## config.mk

```make
export PLATFORM = sky130hd
export DESIGN_NAME = result_bcd_converter
export DESIGN_NICKNAME = d
export VERILOG_FILES = /design/src/rtl/result_bcd_converter_pkg.sv /design/src/rtl/bcd_adjust_digit.sv /design/src/rtl/result_bcd_converter.sv
export SDC_FILE = /design/constraint.sdc
export NUM_CORES = 1
export LEC_CHECK = 0
export CORE_ASPECT_RATIO = 0.75
export CORE_MARGIN = 2
export CORE_UTILIZATION = 55
export DETAILED_ROUTE_END_ITERATION = 10
export PLACE_DENSITY = 0.85
export SYNTH_ARGS = -nofsm -noshare
export SYNTH_HDL_FRONTEND = slang
export SYNTH_SLANG_ARGS = --single-unit
```

## constraint.sdc

```tcl
create_clock -name clk -period 4.33 [get_ports clk]
set_clock_uncertainty 0.05 [all_clocks]
set_input_delay 0.866 -clock clk [delete_from_list [all_inputs] [get_ports clk]]
set_output_delay 0.866 -clock clk [all_outputs]
set_load 0.02 [all_outputs]
```

## src/rtl/result_bcd_converter_pkg.sv

```systemverilog
// Shared definitions for the result-to-BCD converter: FSM state encoding
// and the double-dabble add-3 threshold.
package result_bcd_converter_pkg;

    typedef enum logic [1:0] {
        IDLE  = 2'd0,
        SHIFT = 2'd1,
        DONE  = 2'd2
    } state_t;

    localparam logic [3:0] ADD3_THRESHOLD = 4'd5;

endpackage

```

## src/rtl/bcd_adjust_digit.sv

```systemverilog
// One double-dabble correction cell: a BCD digit of 5 or more gets 3 added
// so that the following left shift carries cleanly into the next digit.
module bcd_adjust_digit
    import result_bcd_converter_pkg::*;
(
    input  logic [3:0] d,
    output logic [3:0] q
);

    assign q = (d >= ADD3_THRESHOLD) ? d + 4'd3 : d;

endmodule

```

## src/rtl/result_bcd_converter.sv

```systemverilog
// Sequential double-dabble converter from the add/sub result to sign plus
// hundreds/tens/ones BCD digits; digit outputs only update on completion.
module result_bcd_converter
    import result_bcd_converter_pkg::*;
#(
    parameter int WIDTH  = 8,
    parameter int DIGITS = 3
) (
    input  logic             clk,
    input  logic             rst,
    input  logic             start,
    input  logic             signed_en,
    input  logic [WIDTH-1:0] S,
    input  logic             overflow,
    output logic             busy,
    output logic             done,
    output logic             sign,
    output logic             ovf,
    output logic [3:0]       bcd2,
    output logic [3:0]       bcd1,
    output logic [3:0]       bcd0
);

    localparam int CW = $clog2(WIDTH + 1);

    state_t              state;
    state_t              next_state;
    logic [CW-1:0]       count;
    logic [WIDTH-1:0]    mag;
    logic [WIDTH-1:0]    mag_next;
    logic [4*DIGITS-1:0] work;
    logic [4*DIGITS-1:0] work_adj;
    logic [4*DIGITS-1:0] work_next;
    logic                accept;
    logic                last_shift;

    // A new operand is taken whenever the converter is not mid-shift.
    assign accept     = start && (state != SHIFT);
    assign last_shift = (state == SHIFT) && (count == CW'(WIDTH - 1));

    for (genvar g = 0; g < DIGITS; g++) begin : g_adjust
        bcd_adjust_digit u_adjust (
            .d(work[4*g +: 4]),
            .q(work_adj[4*g +: 4])
        );
    end

    assign {work_next, mag_next} = {work_adj, mag} << 1;

    always_ff @(posedge clk or posedge rst) begin
        if (rst) begin
            state <= IDLE;
        end else begin
            state <= next_state;
        end
    end

    always_comb begin
        next_state = state;
        case (state)
            IDLE, DONE: next_state = start ? SHIFT : IDLE;
            SHIFT:      if (last_shift) next_state = DONE;
            default:    next_state = IDLE;
        endcase
    end

    always_comb begin
        busy = 1'b0;
        done = 1'b0;
        case (state)
            SHIFT:   busy = 1'b1;
            DONE:    done = 1'b1;
            default: ;
        endcase
    end

    // Negative signed operands are converted as their magnitude, so 8'h80 reads as 128.
    always_ff @(posedge clk or posedge rst) begin
        if (rst) begin
            sign  <= 1'b0;
            ovf   <= 1'b0;
            mag   <= '0;
            work  <= '0;
            count <= '0;
            bcd2  <= 4'd0;
            bcd1  <= 4'd0;
            bcd0  <= 4'd0;
        end else if (accept) begin
            sign  <= signed_en && S[WIDTH-1];
            ovf   <= overflow;
            mag   <= (signed_en && S[WIDTH-1]) ? (~S + WIDTH'(1)) : S;
            work  <= '0;
            count <= '0;
        end else if (state == SHIFT) begin
            work  <= work_next;
            mag   <= mag_next;
            count <= count + CW'(1);
            if (last_shift) begin
                bcd2 <= work_next[8 +: 4];
                bcd1 <= work_next[4 +: 4];
                bcd0 <= work_next[0 +: 4];
            end
        end
    end

endmodule

```

# ---- Word-level counts from Yosys, hierarchy flattened
# Index checks and enable logic that the tools add are counted.
dict set report op_classes {
  add_sub_neg 5
  magnitude_cmp 3
  eq_ne 5
  mux 15
  bitwise 2
  n_reduce_logical 7
}
# cell count
set op_table {}
lappend op_table {{2-to-1 mux 12 bit} 2}
lappend op_table {{2-to-1 mux 8 bit} 3}
lappend op_table {{2-to-1 mux 4 bit} 4}
lappend op_table {{>= comparator 4 x 3 -> 1 bit (second input constant)} 3}
lappend op_table {{adder 4 x 2 -> 4 bit (second input constant)} 2}
lappend op_table {{adder 8 x 1 -> 8 bit (second input constant)} 1}
lappend op_table {{NOT 8 bit} 1}
lappend op_table {{adder 4 x 1 -> 4 bit (second input constant)} 1}
lappend op_table {{equality test 4 x 3 -> 1 bit (second input constant)} 1}
lappend op_table {{case mux 2 bit (2 select lines)} 1}
lappend op_table {{adder 3 x 2 -> 3 bit (second input constant)} 1}
lappend op_table {{logical AND 1 bit} 3}
lappend op_table {{2-to-1 mux 1 bit} 3}
lappend op_table {{2-to-1 mux 3 bit} 1}
lappend op_table {{AND reduction 3 bit} 1}
lappend op_table {{equality test 2 x 1 -> 1 bit (second input constant)} 1}
lappend op_table {{equality test 2 bit (second input constant)} 1}
lappend op_table {{logical NOT 2 bit} 1}
lappend op_table {{2-to-1 mux 2 bit} 1}
lappend op_table {{!= test 2 x 1 -> 1 bit (second input constant)} 1}
lappend op_table {{!= test 2 bit (second input constant)} 1}
lappend op_table {{nonzero test 2 bit} 1}
lappend op_table {{OR reduction 2 bit} 1}
lappend op_table {{NOT 1 bit} 1}
dict set report word_totals {
  register_bits 40
  in_bits 13
  out_inout_bits 16
  word_cells 46
}

# ---- Depth between registers and ports, before layout
dict set report depth {
  word_depth 4
  mapped_depth 6
  depth_no_buf 6
}

# ---- Hierarchy
# A second synthesis with hierarchy kept.
dict set report hier_totals {
  cells_unflattened 215
  area_unflattened_um2 2040.7
}
# module instances cells_each area_each_um2 seq_area_each_um2
set modules_own_cells {}
lappend modules_own_cells {result_bcd_converter 1 167 1736.7 1001.0}
lappend modules_own_cells {bcd_adjust_digit 3 16 101.3 0.0}

# ---- Least setup slack after synthesis
# OpenSTA, ideal clock, no wires.
dict set report synth_path {
  kind {in2reg}
  startpoint {input port S[0]}
  endpoint {register mag[4]}
  setup_time_ns 0.064
  arrival_time_ns 1.759
  required_ns 4.216
  setup_slack_ns 2.457
  cell_stages 6
  n_path_buf 0
  path_cell_list {inv_1 ha_1 nor3b_1 or3_1 a31oi_1 a21o_1}
}
dict set report synth_between {
  elab_chain_cells 4
}
# element line_no
set synth_rtl {}
lappend synth_rtl {{start, declared} result_bcd_converter.sv:13} ;# input logic [WIDTH-1:0] S,
lappend synth_rtl {{NOT 8 bit} result_bcd_converter.sv:91} ;# mag <= (signed_en && S[WIDTH-1]) ? (~S + WIDTH'(1)) : S;
lappend synth_rtl {{adder 8 x 1 -> 8 bit} result_bcd_converter.sv:91}
lappend synth_rtl {{2-to-1 mux 8 bit} result_bcd_converter.sv:91}
lappend synth_rtl {{2-to-1 mux 8 bit} result_bcd_converter.sv:88} ;# end else if (accept) begin
lappend synth_rtl {{end signal, assigned} result_bcd_converter.sv:91}
lappend synth_rtl {{end signal, assigned} result_bcd_converter.sv:96} ;# mag <= mag_next;
lappend synth_rtl {{end, declared} result_bcd_converter.sv:29} ;# logic [WIDTH-1:0] mag;
# No other way between the ends.
# A chain may end at the register's enable or synchronous reset.

# ---- Worst setup path after layout
dict set report layout_path {
  startpoint {register state[1]}
  endpoint {output port busy}
}
dict set report layout_between {
  elab_chain_cells 2
}
# element line_no
set layout_rtl {}
lappend layout_rtl {{start, declared} result_bcd_converter.sv:26} ;# state_t state;
lappend layout_rtl {{start signal, assigned} result_bcd_converter.sv:54} ;# state <= next_state;
lappend layout_rtl {{equality test 2 x 1 -> 1 bit} result_bcd_converter.sv:70} ;# case (state)
lappend layout_rtl {{2-to-1 mux 1 bit} result_bcd_converter.sv:70}
lappend layout_rtl {{end, declared} result_bcd_converter.sv:15} ;# output logic busy,
# No other way between the ends.

==> results.sh <==
export IMPL_status="finished, final reports clean"
export IMPL_tritoncts_num_sinks=40
export IMPL_synth_area_per_cell_um2=9.41
export IMPL_clk_insertion_delay_late_ps=300
export IMPL_internal_power_w=0.00101
export IMPL_syn_inst=211
export IMPL_tritoncts_num_buffers=5
export IMPL_power_per_cell_area_nw_per_um2=706
export IMPL_cpLargestDelayFamily="buffers and inverters"
export IMPL_finalWeightedCongestion=0.815
export IMPL_cts_post_setup_buffers_inserted=0
export IMPL_power_leakage_nw=1.05
export IMPL_detail_route_wl_per_cell_um=13.5
export IMPL_drtPass1Iterations=4
export IMPL_grt_overflow_total=0
export IMPL_postRouteWirelength_um=3800
export IMPL_worst_slew_pin_transition_ps=478
export IMPL_postSynth_topFlopCell="dfrtp_1"
export IMPL_first_global_vias=1522
export IMPL_holdBufCountCts=0
export IMPL_ys_warnings_count=0
export IMPL_initial_utilization_pct=58.8
export IMPL_synth_top_cells_by_area="dfrtp_1 (50%), o21ai_0 (9.1%), ha_1 (5.0%)"
export IMPL_final_max_slew_violation_count=0
export IMPL_net_switching_power_w=0.000662
export IMPL_die_width_um=73.4
export IMPL_crit_path_cell_trace="nand2b_1, inv_2, clkdlybuf4s50_1"
export IMPL_synth_ff_latch_count=40
export IMPL_grt_first_pass_wirelength_um=6590
export IMPL_drv_cap=0
export IMPL_post_drt_via_cell_ratio=5.73
export IMPL_final_hold_violation_count=0
export IMPL_std_cell_rows=18
export IMPL_clock_power_share_pct=15.1
export IMPL_io_pins=29
export IMPL_post_synth_num_cell_types=33
export IMPL_fmax_mhz=376
export IMPL_worst_path_max_delay_cell="clkdlybuf4s50_1"
export IMPL_synth_edf_count=0
export IMPL_synth_top_area_share_pct=50.4
export IMPL_port_buffers=28
export IMPL_endpoint_kind="output pin"
export IMPL_synthArstFlopShare_pct=100
export IMPL_cts_root_buf="clkbuf_8"
export IMPL_finalSetupViolCount=0
export IMPL_worst_ir_drop_vdd_v=0.000393
export IMPL_tritoncts="yes"
export IMPL_share_of_total_power_consumed_by_net_switching_pct=39.5
export IMPL_finalCriticalPeriod_ps=2660
export IMPL_die_height_um=56.0
export IMPL_ys_top_cells_by_count="dfrtp_1 (40), o21ai_0 (36), nand2_1 (24), nor2_1 (13), a21oi_1 (11)"
export IMPL_setup_repair_after_global_routing_missed_its_margin="no"
export IMPL_track_usage_pct=20.5
export IMPL_crit_path_start_kind="flip-flop"
export IMPL_maxSlewHeadroom_pct=68.1
export IMPL_fin_tns_setup_ps=0
export IMPL_path_max_fanout=16
export IMPL_drt_iter0_drc=87
export IMPL_critical_path_required_time_ps=3410
export IMPL_totalPowerFinal_w=0.00167
export IMPL_cts_buffer_depth=2
export IMPL_synth_seq_area_share_pct=50.4
export IMPL_synth_most_common_cell="dfrtp_1"
export IMPL_nets=261
export IMPL_post_cts_resized_instances=0
export IMPL_cts_max_level=2
export IMPL_vias=1609
export IMPL_seq_power_share_pct=39.1
export IMPL_path_buf_inv=2
export IMPL_fp_coreArea_um2=3380
export IMPL_die_area_um2=4110
export IMPL_combinationalPowerShare_pct=45.8
export IMPL_grt_start_max_net_pins=41
export IMPL_number_of_antenna_violations_at_the_first_check_in_global_routing=0
export IMPL_synth_cell_area_um2=1990
export IMPL_synth_top_cell_by_area="dfrtp_1"
export IMPL_nFillCells=273
export IMPL_data_arrival_time_of_the_critical_path_ps=1740
export IMPL_post_route_period_util_pct=61.4
export IMPL_post_route_cells_drive_above_1_share_pct=7.88
export IMPL_postRouteAntennaNets=0
export IMPL_clk_pin_slew_ps=70
export IMPL_antenna_diode_count=0
export IMPL_post_route_drc_count=0
export IMPL_postSynthNetCount=232
export IMPL_area_growth_pct=19.4
export IMPL_criticalPathCategory="flip-flop to output pin"
export IMPL_worst_hold_path_type="flip-flop to flip-flop"
export IMPL_detailed_place_hpwl_um=2630
export IMPL_crit_path_max_incr_delay_ps=660
==> layer usage <==
layer / global-route usage (%) / vias up / part of all wire (%)
met5: 0 / - / 0
met2: 32.8 / 36 / 46
met1: 26.7 / 774 / 46
met3: 4.89 / 8 / 5.7
li1: - / 791 / -
met4: 8.31 / 0 / 1.9
==> worst paths after layout <==
path,cells past startpoint,end,startpoint,slack (ps)
worst max-delay path,3,busy,state[1],1670
worst min-delay path,1,mag[4],mag[3],430
worst max register to register,6,work[2],work[0],2540
worst min register to register,1,mag[4],mag[3],430
max in group asynchronous,3,count[1],rst,2970
min in group asynchronous,3,bcd0[1],rst,930
==> layout make-up <==
class | count | area, µm² | share of cell area, %
tap | 40 | 50.0 | 2.11
inverter | 12 | 45.0 | 1.90
sequential | 40 | 1000 | 42.2
multi-input combinational | 151 | 890 | 37.5
timing repair buffer | 30 | 295 | 12.5
clock buffer | 8 | 90.1 | 3.80
==> worst register-to-register path: stages, from the launching register on <==
cell and delay (ps):
dfrtp_1 410, inv_1 130, ha_1 240, nand2b_1 90
a21oi_1 260, mux2_2 390, o21ai_0 150
==> cells in the final DEF (no fill, tap or decap), types with 2 or more instances in the layout <==
cell type	count
or3_1	3
a21o_1	3
nor3b_1	3
dfrtp_1	40
mux2i_1	2
nand3_1	10
mux2_2	4
inv_2	2
ha_1	8
nand2_2	2
a31oi_1	7
o21ai_0	36
nor3_1	3
nand2b_1	4
o22ai_1	3
xnor2_1	6
clkbuf_8	6
a21oi_1	11
clkbuf_1	2
nand2_1	24
nor2_1	13
clkdlybuf4s50_1	28
buf_4	2
inv_1	10
==> power by group through the flow <==
stage	Combinational, W	Clock, W	Sequential, W
6_report	0.000766	0.000253	0.000654
5_1_grt	0.000866	0.000272	0.000676
4_1_cts	0.000771	0.000256	0.000653
3_5_place_dp	0.000764	0	0.000659
3_3_place_gp	0.000742	0	0.000653
2_1_floorplan	0.000464	0	0.000713
==> sequential cells by signal (all words and copies together) (netlist names) <==
register	flops
work	12
mag	8
bcd0	4
bcd1	4
bcd2	4
count	4
state	2
ovf	1
sign	1
==> logic make-up after synthesis <==
logic type,count (synthesis),synth area share [%]
compound gates,63,17.3
fa+ha+maj,8,5.04
simple gates,68,16.6
mux,6,3.28
buf+inv,20,4.79
flops,40,50.4
xor+xnor,6,2.65
==> per-stage QoR <==
step / cells / utilization (%) / worst slack, ps / cell area [µm²] / hold WS (ps)
after CTS: 281 / 70.2 / 1680 / 2370 / 428
final: 281 / 70.2 / 1670 / 2370 / 428
after detailed placement: 273 / 67.5 / 1780 / 2280 / 410
after global routing: 281 / 70.2 / 1630 / 2370 / 439
after floorplan: 211 / - / 2460 / 1990 / 393
after global placement: 273 / 67.5 / 1850 / 2280 / 410
Power figures use the tool's default switching activity.
==> edit, RTL diff (config.mk and constraints unchanged) <==
Put a register stage on the output `done`, with the module's reset. The value now appears one clock later. The other outputs are not delayed to match.
--- a/src/rtl/result_bcd_converter.sv
+++ b/src/rtl/result_bcd_converter.sv
@@ -24,2 +24,4 @@
     localparam int CW = $clog2(WIDTH + 1);
+
+    logic done_d;
 
@@ -68,6 +70,6 @@
         busy = 1'b0;
-        done = 1'b0;
+        done_d = 1'b0;
         case (state)
             SHIFT:   busy = 1'b1;
-            DONE:    done = 1'b1;
+            DONE:    done_d = 1'b1;
             default: ;
@@ -105,2 +107,10 @@
 
+    always_ff @(posedge clk or posedge rst) begin
+        if (rst) begin
+            done <= '0;
+        end else begin
+            done <= done_d;
+        end
+    end
+
 endmodule
Behaviour: not the same (a bounded check fails within 10 cycles, from zero or initial values and one cycle with rst high).
==> edit against the unedited design <==
Utilization is 1.2 points higher; critical path depth stayed put; power is 1.6% higher; synthesized cell count is 0.47% higher; area after synthesis is 1.3% higher; sequential cell count is 1 higher; largest power group unchanged; routed wire length is 0.39% lower; final area is 2.4% higher; worst setup slack better by 0.033 ns.
==> edit: results (changes against the unedited design) <==
- Final Cell Area: 0.00243 mm^2 (was 0.00237 mm^2)
- Synth Area in Adders: 4.98% (was 5.04%)
- Syn_nets: 233 (was 232)
- Met3 wire len: 169 um (was 215 um)
- Met2 track demand over resource: 32.1% (was 32.8%)
- RR Endpoint: work[6]$_DFFE_PP0P_ (was work[2]$_DFFE_PP0P_)
- R2R Path Start: work[4]$_DFFE_PP0P_ (was work[0]$_DFFE_PP0P_)
- Clock share of power: 15.9% (was 15.1%)
- Met2 wire length: 1730 um (was 1770 um)
- Post-placement cell area: 0.00233 mm^2 (was 0.00228 mm^2)
- Status: complete, no violations (unchanged)
- GRT met1 Usage: 28.4% (was 26.7%)
- Switching pwr: 0.664 mW (was 0.662 mW)
- Gr usage total: 21.0% (was 20.5%)
- Nets: 263 (was 261)
- Placed insts: 285 (was 273)
- Reg2reg setup slack: 2.61 ns (was 2.54 ns)
- Ranking of synthesized cells by area: dfrtp_1, o21ai_0, ha_1 (unchanged)
- Max VDD drop: 0.000446 V (was 0.000393 V)
- Met3 Use GR: 6.10% (was 4.89%)
- Post-synthesis compound-gate area fraction: 17.1% (was 17.3%)
- Routability congestion estimate: 0.822 (was 0.815)
- Detailed Route WL: 3780 um (was 3800 um)
- Switching share of power: 39.1% (was 39.5%)
- Hold path endpoint: done$_DFF_PP0_ (was mag[4]$_DFFE_PP0P_)
- Hold WS: 0.410 ns (was 0.428 ns)
- Number of global-route vias before repair: 1512 (was 1522)
- First-pass GRT wire length: 6660 um (was 6590 um)
- Register area share after synthesis: 51.0% (was 50.4%)
- Pin count of the biggest net entering global routing: 38 (was 41)
- M1 wire length: 1870 um (was 1750 um)
- Critical Path AT: 1.71 ns (was 1.74 ns)
- Routed len/inst: 12.9 um (was 13.5 um)
## edit: cell types whose count changed after synthesis
| cell | unedited run | this run |
|---|---|---|
| dfrtp_1 | 40 | 41 |
## edit: how the worst max path moves through the flow
stage | slack (ns) | endpoint | cells after the start
after detailed placement | 1.75 | mag[7]$_DFFE_PP0P_ | 5
after global placement | 1.85 | mag[7]$_DFFE_PP0P_ | 5
after global routing | 1.64 | busy | 3
after CTS | 1.70 | busy | 3
after floorplan | 2.46 | mag[4]$_DFFE_PP0P_ | 6
final | 1.70 | busy | 3
## edit: final cells by class
type	instances	share of cell area, %
clock inverter	1	0.206
inverter	12	1.86
timing repair buffer	31	12.5
multi-input combinational	151	36.6
sequential	41	42.3
clock buffer	7	3.97
tap	50	2.58
## edit: worst max-delay path, stage by stage (launching register included)
cell,delay (ns)
dfrtp_1,0.37
nand2b_1,0.16
inv_2,0.23
clkdlybuf4s50_1,0.66
